[src/rtl/vga_fb_writer.sv]
// Pixel-stream to framebuffer BRAM writer: one 32-bit word per pixel, row-major, byte-addressed.
// Writes the blanking colour word once after reset, then tracks frame/line markers and flags framing errors.
module vga_fb_writer #(
    parameter int H_RES = 256,
    parameter int V_RES = 144,
    parameter int CNT_W = 8
) (
    input  logic             clk,
    input  logic             reset,
    input  logic [31:0]      s_tdata,
    input  logic             s_tvalid,
    output logic             s_tready,
    input  logic             s_tuser,
    input  logic             s_tlast,
    input  logic [31:0]      blank_color,
    output logic [31:0]      bram_addr,
    output logic [31:0]      bram_din,
    output logic [3:0]       bram_we,
    output logic             bram_en,
    output logic             frame_done,
    output logic             sof_err,
    output logic             eol_err,
    output logic [CNT_W-1:0] err_cnt
);

    localparam int X_W = (H_RES > 1) ? $clog2(H_RES) : 1;
    localparam int Y_W = (V_RES > 1) ? $clog2(V_RES) : 1;
    localparam logic [X_W-1:0]   X_LAST     = X_W'(H_RES - 1);
    localparam logic [Y_W-1:0]   Y_LAST     = Y_W'(V_RES - 1);
    localparam logic [X_W-1:0]   X_ZERO     = {X_W{1'b0}};
    localparam logic [X_W-1:0]   X_ONE      = {{(X_W-1){1'b0}}, 1'b1};
    localparam logic [Y_W-1:0]   Y_ZERO     = {Y_W{1'b0}};
    localparam logic [Y_W-1:0]   Y_ONE      = {{(Y_W-1){1'b0}}, 1'b1};
    localparam logic [31:0]      BLANK_ADDR = 32'((H_RES * V_RES + 1) * 4);
    localparam logic [CNT_W-1:0] CNT_MAX    = {CNT_W{1'b1}};
    localparam logic [CNT_W-1:0] CNT_ONE    = {{(CNT_W-1){1'b0}}, 1'b1};

    typedef enum logic [1:0] {
        ST_INIT     = 2'd0,
        ST_BLANK    = 2'd1,
        ST_WAIT_SOF = 2'd2,
        ST_WRITE    = 2'd3
    } state_t;

    state_t           state_r, state_s;
    logic [X_W-1:0]   x_r, x_s;
    logic [Y_W-1:0]   y_r, y_s;
    logic             s_tready_r, s_tready_s;
    logic [31:0]      bram_addr_r, addr_s;
    logic [31:0]      bram_din_r, din_s;
    logic             bram_en_r, wr_s;
    logic             frame_done_r, fd_s;
    logic             sof_err_r, sof_s;
    logic             eol_err_r, eol_s;
    logic [CNT_W-1:0] err_cnt_r, err_cnt_s;
    logic             beat_s;
    logic             x_at_end_s;
    logic [31:0]      pix_addr_s;

    // Next-state, coordinate and write-command decode for the current cycle.
    always_comb begin
        state_s    = state_r;
        x_s        = x_r;
        y_s        = y_r;
        wr_s       = 1'b0;
        addr_s     = 32'd0;
        din_s      = s_tdata;
        fd_s       = 1'b0;
        sof_s      = 1'b0;
        eol_s      = 1'b0;
        beat_s     = s_tvalid && s_tready_r;
        x_at_end_s = (x_r == X_LAST);
        pix_addr_s = (32'(x_r) + 32'(y_r) * 32'(H_RES)) << 2;

        case (state_r)
            ST_INIT: begin
                state_s = ST_BLANK;
            end
            ST_BLANK: begin
                wr_s    = 1'b1;
                addr_s  = BLANK_ADDR;
                din_s   = blank_color;
                state_s = ST_WAIT_SOF;
            end
            ST_WAIT_SOF: begin
                if (beat_s && s_tuser) begin
                    wr_s    = 1'b1;
                    addr_s  = 32'd0;
                    x_s     = X_ONE;
                    y_s     = Y_ZERO;
                    state_s = ST_WRITE;
                end else begin
                    state_s = ST_WAIT_SOF;
                end
            end
            ST_WRITE: begin
                if (!beat_s) begin
                    state_s = ST_WRITE;
                end else if (s_tuser) begin
                    // A fresh SOF restarts the frame: this beat becomes pixel (0,0).
                    wr_s   = 1'b1;
                    sof_s  = 1'b1;
                    addr_s = 32'd0;
                    x_s    = X_ONE;
                    y_s    = Y_ZERO;
                end else begin
                    wr_s   = 1'b1;
                    addr_s = pix_addr_s;
                    eol_s  = x_at_end_s != s_tlast;
                    if (x_at_end_s || s_tlast) begin
                        x_s = X_ZERO;
                        if (y_r == Y_LAST) begin
                            y_s     = Y_ZERO;
                            fd_s    = 1'b1;
                            state_s = ST_WAIT_SOF;
                        end else begin
                            y_s = y_r + Y_ONE;
                        end
                    end else begin
                        x_s = x_r + X_ONE;
                    end
                end
            end
            default: begin
                state_s = ST_INIT;
            end
        endcase

        s_tready_s = (state_s == ST_WAIT_SOF) || (state_s == ST_WRITE);

        if ((sof_s || eol_s) && (err_cnt_r != CNT_MAX)) begin
            err_cnt_s = err_cnt_r + CNT_ONE;
        end else begin
            err_cnt_s = err_cnt_r;
        end
    end

    // State, coordinates and all registered outputs; reset drops any pending write.
    always_ff @(posedge clk or negedge reset) begin
        if (!reset) begin
            state_r      <= ST_INIT;
            x_r          <= X_ZERO;
            y_r          <= Y_ZERO;
            s_tready_r   <= 1'b0;
            bram_addr_r  <= 32'd0;
            bram_din_r   <= 32'd0;
            bram_en_r    <= 1'b0;
            frame_done_r <= 1'b0;
            sof_err_r    <= 1'b0;
            eol_err_r    <= 1'b0;
            err_cnt_r    <= {CNT_W{1'b0}};
        end else begin
            state_r      <= state_s;
            x_r          <= x_s;
            y_r          <= y_s;
            s_tready_r   <= s_tready_s;
            bram_addr_r  <= addr_s;
            bram_din_r   <= din_s;
            bram_en_r    <= wr_s;
            frame_done_r <= fd_s;
            sof_err_r    <= sof_s;
            eol_err_r    <= eol_s;
            err_cnt_r    <= err_cnt_s;
        end
    end

    assign s_tready   = s_tready_r;
    assign bram_addr  = bram_addr_r;
    assign bram_din   = bram_din_r;
    assign bram_en    = bram_en_r;
    assign bram_we    = bram_en_r ? 4'hF : 4'h0;
    assign frame_done = frame_done_r;
    assign sof_err    = sof_err_r;
    assign eol_err    = eol_err_r;
    assign err_cnt    = err_cnt_r;

endmodule

[config.mk]
export PLATFORM = sky130hd
export DESIGN_NAME = vga_fb_writer
export DESIGN_NICKNAME = d
export VERILOG_FILES = /design/src/rtl/vga_fb_writer.sv
export SDC_FILE = /design/constraint.sdc
export NUM_CORES = 1
export LEC_CHECK = 0
export ABC_AREA = 0
export BUFFER_PORTS_ARGS = -buffer_cell sky130_fd_sc_hd__buf_4
export CAP_MARGIN = 30
export CORE_MARGIN = 3
export CORE_UTILIZATION = 30
export DETAILED_ROUTE_END_ITERATION = 10
export PLACE_DENSITY = 0.58
export SLEW_MARGIN = 20
export SYNTH_ARGS = -nofsm -noshare
export SYNTH_HDL_FRONTEND = slang
export SYNTH_SLANG_ARGS = --single-unit
[constraint.sdc]
create_clock -name clk -period 4.4 [get_ports clk]
set_clock_uncertainty 0.15 [all_clocks]
set_input_delay 0.44 -clock clk [delete_from_list [all_inputs] [get_ports clk]]
set_output_delay 0.44 -clock clk [all_outputs]
set_load 0.1 [all_outputs]
== Word-level counts from Yosys, hierarchy flattened ==
Cells that the tools add are included.
Storage, ports and cells
  input port bits: 69
  flip-flop bits (word level): 95
Operators by class
  mux-type cells: 36
  reductions and logical operators: 10
  equal/unequal tests: 12
  add/subtract/negate cells: 4
Operator list (count)
  8-bit two-way mux: 9
  19-bit two-way mux: 2
  19-bit case mux with 2 select lines: 1
  32-bit two-way mux: 1
  8-bit case mux with 2 select lines: 2
  8-bit by 1-bit adder with 8-bit output (second input constant): 3
  8-bit by 16-bit adder with 17-bit output: 1
  8-bit equality test (second input constant): 2
  1-bit two-way mux: 14
  2-bit equality test (second input constant): 4
  2-bit two-way mux: 4
  8-bit != test (second input constant): 1
  2-bit case mux with 4 select lines: 1
  4-bit two-way mux: 1
  2-bit != test (second input constant): 2
  4-bit AND reduction: 1
  1-bit logical AND: 3
  1-bit logical OR: 3
  3-bit != test (second input constant): 1
  1-bit case mux with 3 select lines: 1
  3-bit AND reduction: 1
  2-bit by 1-bit equality test with 1-bit output (second input constant): 1
  2-bit logical NOT: 1
  2-bit nonzero test: 1
  1-bit != test: 1

== Logic depth before layout (Yosys ltp) ==
  depth after elaboration: 8
  depth in mapped cells: 8
  depth with buffers taken out: 7

== Worst setup path before layout ==
No wires, ideal clock.
  kind: register -> register
  start point: register err_cnt_r[0], in the netlist err_cnt[0]
  end point: register err_cnt_r[1], in the netlist err_cnt[1]
  stages on the path, launching flop included: 5
  setup slack: 2003 ps
  period minus slack after synthesis: 2397 ps
  data arrival time: 2122 ps
  cells stage by stage: dfrtp_1 ha_1 and2_1 a311oi_4 mux2_2
Between the ends
  cells in the longest elaborated chain, start to end: 2
RTL lines
  start, declared: line 55  | logic [CNT_W-1:0] err_cnt_r, err_cnt_s;
  start signal, assigned: line 151  | err_cnt_r <= {CNT_W{1'b0}};
  start signal, assigned: line 163  | err_cnt_r <= err_cnt_s;
  parallel branches: the longest is 2 deep, another holds 8-bit by 1-bit adder with 8-bit output
Parallel ways; which one is timed is not known.
A chain may end at the register's enable or synchronous reset.

== Worst setup path after layout ==
  start point: register x_r[2]
  end point: register y_r[5]
Between the ends
  cells in the longest elaborated chain, start to end: 4
RTL lines
  start, declared: line 46  | logic [X_W-1:0] x_r, x_s;
  start signal, assigned: line 154  | x_r <= x_s;
  8-bit equality test: line 72  | x_at_end_s = (x_r == X_LAST);
  1-bit logical OR: line 110  | if (x_at_end_s || s_tlast) begin
  3-bit != test (no source line)
  4-bit AND reduction (no source line)
  end signal, assigned: line 155  | y_r <= y_s;
  end, declared: line 47  | logic [Y_W-1:0] y_r, y_s;
No other way between the ends.

==> out/metrics.sh <==
HOLD_VIOL=0
FLOORPLAN.DIE.HEIGHT_UM=112
CLK_PATH_BUF_DEPTH=2
MAX-SLEW-MARGIN-REL_PCT=60.7
CP.ARRIVAL_NS=2.43
CRITICAL-PATH-SLOWEST-CELL='or4_1'
CHIPWIDTH_UM=112
CRITICAL_PATH_PEAK_FANOUT=9
DESIGN.FINAL.NETS=476
GR-USAGE-MET2_PCT=21.7
DIE_AREA_SQ_UM=12600
CRITPATHREQUIREDTIME_NS=4.51
FIRST_PASS_GRT_WIRE_LENGTH_UM=12300
DETAIL_ROUTE.DRC_VIOLATIONS=0
RUN_STATUS='finished clean'
SYNTH_TOP_AREA_SHARE_PCT=58.3
NUM_ROWS=38
SYNTH_REGISTER_BITS=79
FIN_CRIT_NS=2.32
WORST-SETUP-PATH-TYPE='reg -> reg'
SYNTH.TOP_CELLS.BY_AREA='dfrtp_1, mux2_2, buf_4'
SYNTH.YOSYS.SEQ_AREA_SHARE_PCT=58.3
MAXIMUM_NUMBER_OF_PINS_ON_ONE_NET_BEFORE_GLOBAL_ROUTE_REPAIR=80
MAXIMUM_IR_DROP_ON_THE_VDD_RAIL_mV=0.367
SYNTH_EDF_COUNT=0
TIMING_WORST_SLEW_PIN_VALUE_NS=0.588
FINAL_CELL_AREA_EXCLUDING_FILLER_CELLS_SQ_UM=4770
ANTENNA_CELLS_INSERTED=0
MAX_FREQ_MHz=430
PWR_DENSITY_CELL_nW_PER_UM2=467
SETUP_TOTAL_NEGATIVE_SLACK_NS=0
IO_BUFFER_COUNT=133
POSTCTSSETUPREPAIRBUFS=0
CRITPATHCAPTURETYPE='flip-flop'
GRT_PASS1_VIAS=2487
POSTROUTEANTENNANETS=0
HIGHEST_CELL_DELAY_ON_THE_WORST_TIMING_PATH_NS=0.52
FIRST_PASS_ITERS=4
GLOBALROUTE.BUSIESTLAYER='met2'
TIMING.CRITICAL_PATH.FROM_TYPE='flip-flop'
CRITICAL_PATH_BUF_INV_COUNT=0
PATH_DELAY_FAMILY='simple AND/OR/NAND/NOR gates'
VIAS=2415
ROUTABILITYCONGESTION=0.779
SETUP_VIOL=0
GRT_SETUP_UNREPAIRED='no'
TIMING.FINAL.CRIT_SHARE_PCT=52.8
DRTITER0DRC=95
TRITONCTS_BUFFERS=9
MAPPEDNETLISTAREA_SQ_UM=3390
YOSYSUNIQUECELLTYPES=38
SYNTH_AREA_LEADER_CELL='dfrtp_1'
GLOBALROUTE.TOTALOVERFLOW=0
MAX_SLEW_VIOLATION_COUNT=0
CORE_REGION_AREA_SQ_UM=10900
GR-USAGE-ALL-LAYERS_PCT=12.3
WORST_SETUP_HOLD_PATH_CLK_SLEW_NS=0.06
NUMBER_OF_PORTS_PLACED_ON_THE_DIE_BOUNDARY=150
DP.FINAL_HPWL_UM=5780
TRITONCTS_CLOCK_TREE='built'
CRIT_PATH_CELL_TRACE='and4_1, nand4_1, ha_1, and2b_1, o21ai_4, or4_1, a21oi_1'
INITIAL_UTILIZATION_PCT=31.0
POST-SYNTH-TOP-COUNT-CELL='dfrtp_1'
CTS_ROOT_BUFFER='clkbuf_16'
SYNTH_ASYNC_SR_FLOP_SHARE_PCT=100
DRV_CAP=0
SYNTH-WARNING-COUNT=0
CTS_MAX_LEVEL=3
PLACEDINSTANCEAREA_SQ_UM=4450
SYNTH_COMMON_CELLS='dfrtp_1, mux2_2, buf_4'
CLK-INSERTION-DELAY-LATE_NS=0.33
WHS_NS=0.188
P_LEAK_nW=2.33
SYN_TO_FINAL_GROWTH_PCT=40.5
WL_PER_INSTANCE_UM=14.1
SYNTHFLOPTYPE='dfrtp_1'
CLOCK_SINK_COUNT=79
HOLD_PATH.CLASS='in -> reg'
GATE_COUNT_OF_THE_MAPPED_NETLIST=272
GR-USAGE-MET3_PCT=3.72
SYN-MEAN-INSTANCE-AREA_SQ_UM=12.5
GRT_UTIL_MET1_PCT=13.7
VIASPERCELL=4.41
ANTENNA_FOUND_INITIAL=0
ROUTED_WIRELENGTH_UM=7730
DRIVE_GT1_SHARE_PCT=47.1
==> final timing paths <==
check / start / endpoint / slack, ns / cells after the start
max: x_r[2]$_DFFE_PN0P_ / y_r[5]$_DFFE_PN0P_ / 2.08 / 7
min: s_tdata[25] / bram_din[25]$_DFF_PN0_ / 0.19 / 2
max reg2reg: x_r[2]$_DFFE_PN0P_ / y_r[5]$_DFFE_PN0P_ / 2.08 / 7
min reg2reg: err_cnt[4]$_DFFE_PN0P_ / err_cnt[4]$_DFFE_PN0P_ / 0.36 / 1
max in group asynchronous: reset / state_r[1]$_DFF_PN0_ / 3.11 / 3
min in group asynchronous: reset / bram_addr[10]$_DFF_PN0_ / 0.42 / 2
==> timing repair <==
item,4_1_cts,5_1_grt
gates resized for setup,0,0
hold buffers,0,1
endpoints found under the hold margin,0,26
==> cell usage in the layout, fill, tap and decap left out, types with 2 or more instances in the layout <==
master      instances
buf_16              2
and4_1              3
xor2_1             10
a21o_1              3
and3_1              5
inv_1               4
o31ai_1             3
and2_1             17
ha_1                4
nand3_1             7
nand4_1             7
mux2_2             34
clkbuf_16           9
nor2_1             16
xnor2_1             4
clkinvlp_4          3
a21oi_1             8
conb_1             16
dfrtp_1            79
nand2_1            11
o21ai_0             4
buf_4             133
nand3b_1            2
clkinv_2            2
or2_2               3
clkbuf_8            2
o211ai_1            3
==> stage by stage <==
step                cells  util [%]  setup WS (ns)  power, mW
global route          548      43.6           1.93       2.33
floorplan             287         -           2.00       1.38
detailed placement    530      40.7           2.08       1.55
global placement      529      40.4           2.15       1.54
finish                548      43.6           2.08       2.23
CTS                   546      43.3           2.07       2.26
==> logic make-up (layout without fill, tap and decap cells) <==
kind of cell	count (synthesis)	in the layout	synth area share, %
compound gates	26	26	5.83
xor+xnor	14	14	3.61
fa+ha+maj	4	4	1.47
buf+inv	35	156	6.71
flops	79	79	58.3
mux	34	34	11.3
other cells	1	16	0.111
simple gates	79	79	12.7
==> layer usage <==
metal  vias to the layer above  wire length (um)
met5                         -                 0
met4                         0               103
met3                         8               524
met2                        87              4130
met1                      1158              2970
li1                       1162                 -
==> flip-flops by register name, indices dropped and copies added (netlist names) <==
name,cells
state_r,2
sof_err,1
bram_din,32
s_tready,1
y_r,8
err_cnt,8
x_r,8
eol_err,1
bram_addr,16
frame_done,1
bram_en,1
==> layout make-up <==
cell class / count / area (sq um)
clock inverter: 5 / 32.5
fill: 1039 / 6170
multi-input combinational: 173 / 1250
inverter: 4 / 15.0
clock buffer: 11 / 253
timing repair buffer: 136 / 1060
tap: 140 / 175
sequential: 79 / 1980
==> worst reg2reg max path: cells and delay by family (launching register included) <==
| kind | cells | cell delay (ns) |
|---|---|---|
| DFF | 1 | 0.42 |
| adders and majority gates | 1 | 0.22 |
| AOI/OAI and AO/OA | 2 | 0.26 |
| and+or+nand+nor | 4 | 1.20 |
==> power breakdown <==
part	internal [mW]	switching (mW)
sequential	0.784	0.0513
clock	0.410	0.280
combinational	0.162	0.538
No activity file was read; power rests on OpenSTA's default activity.
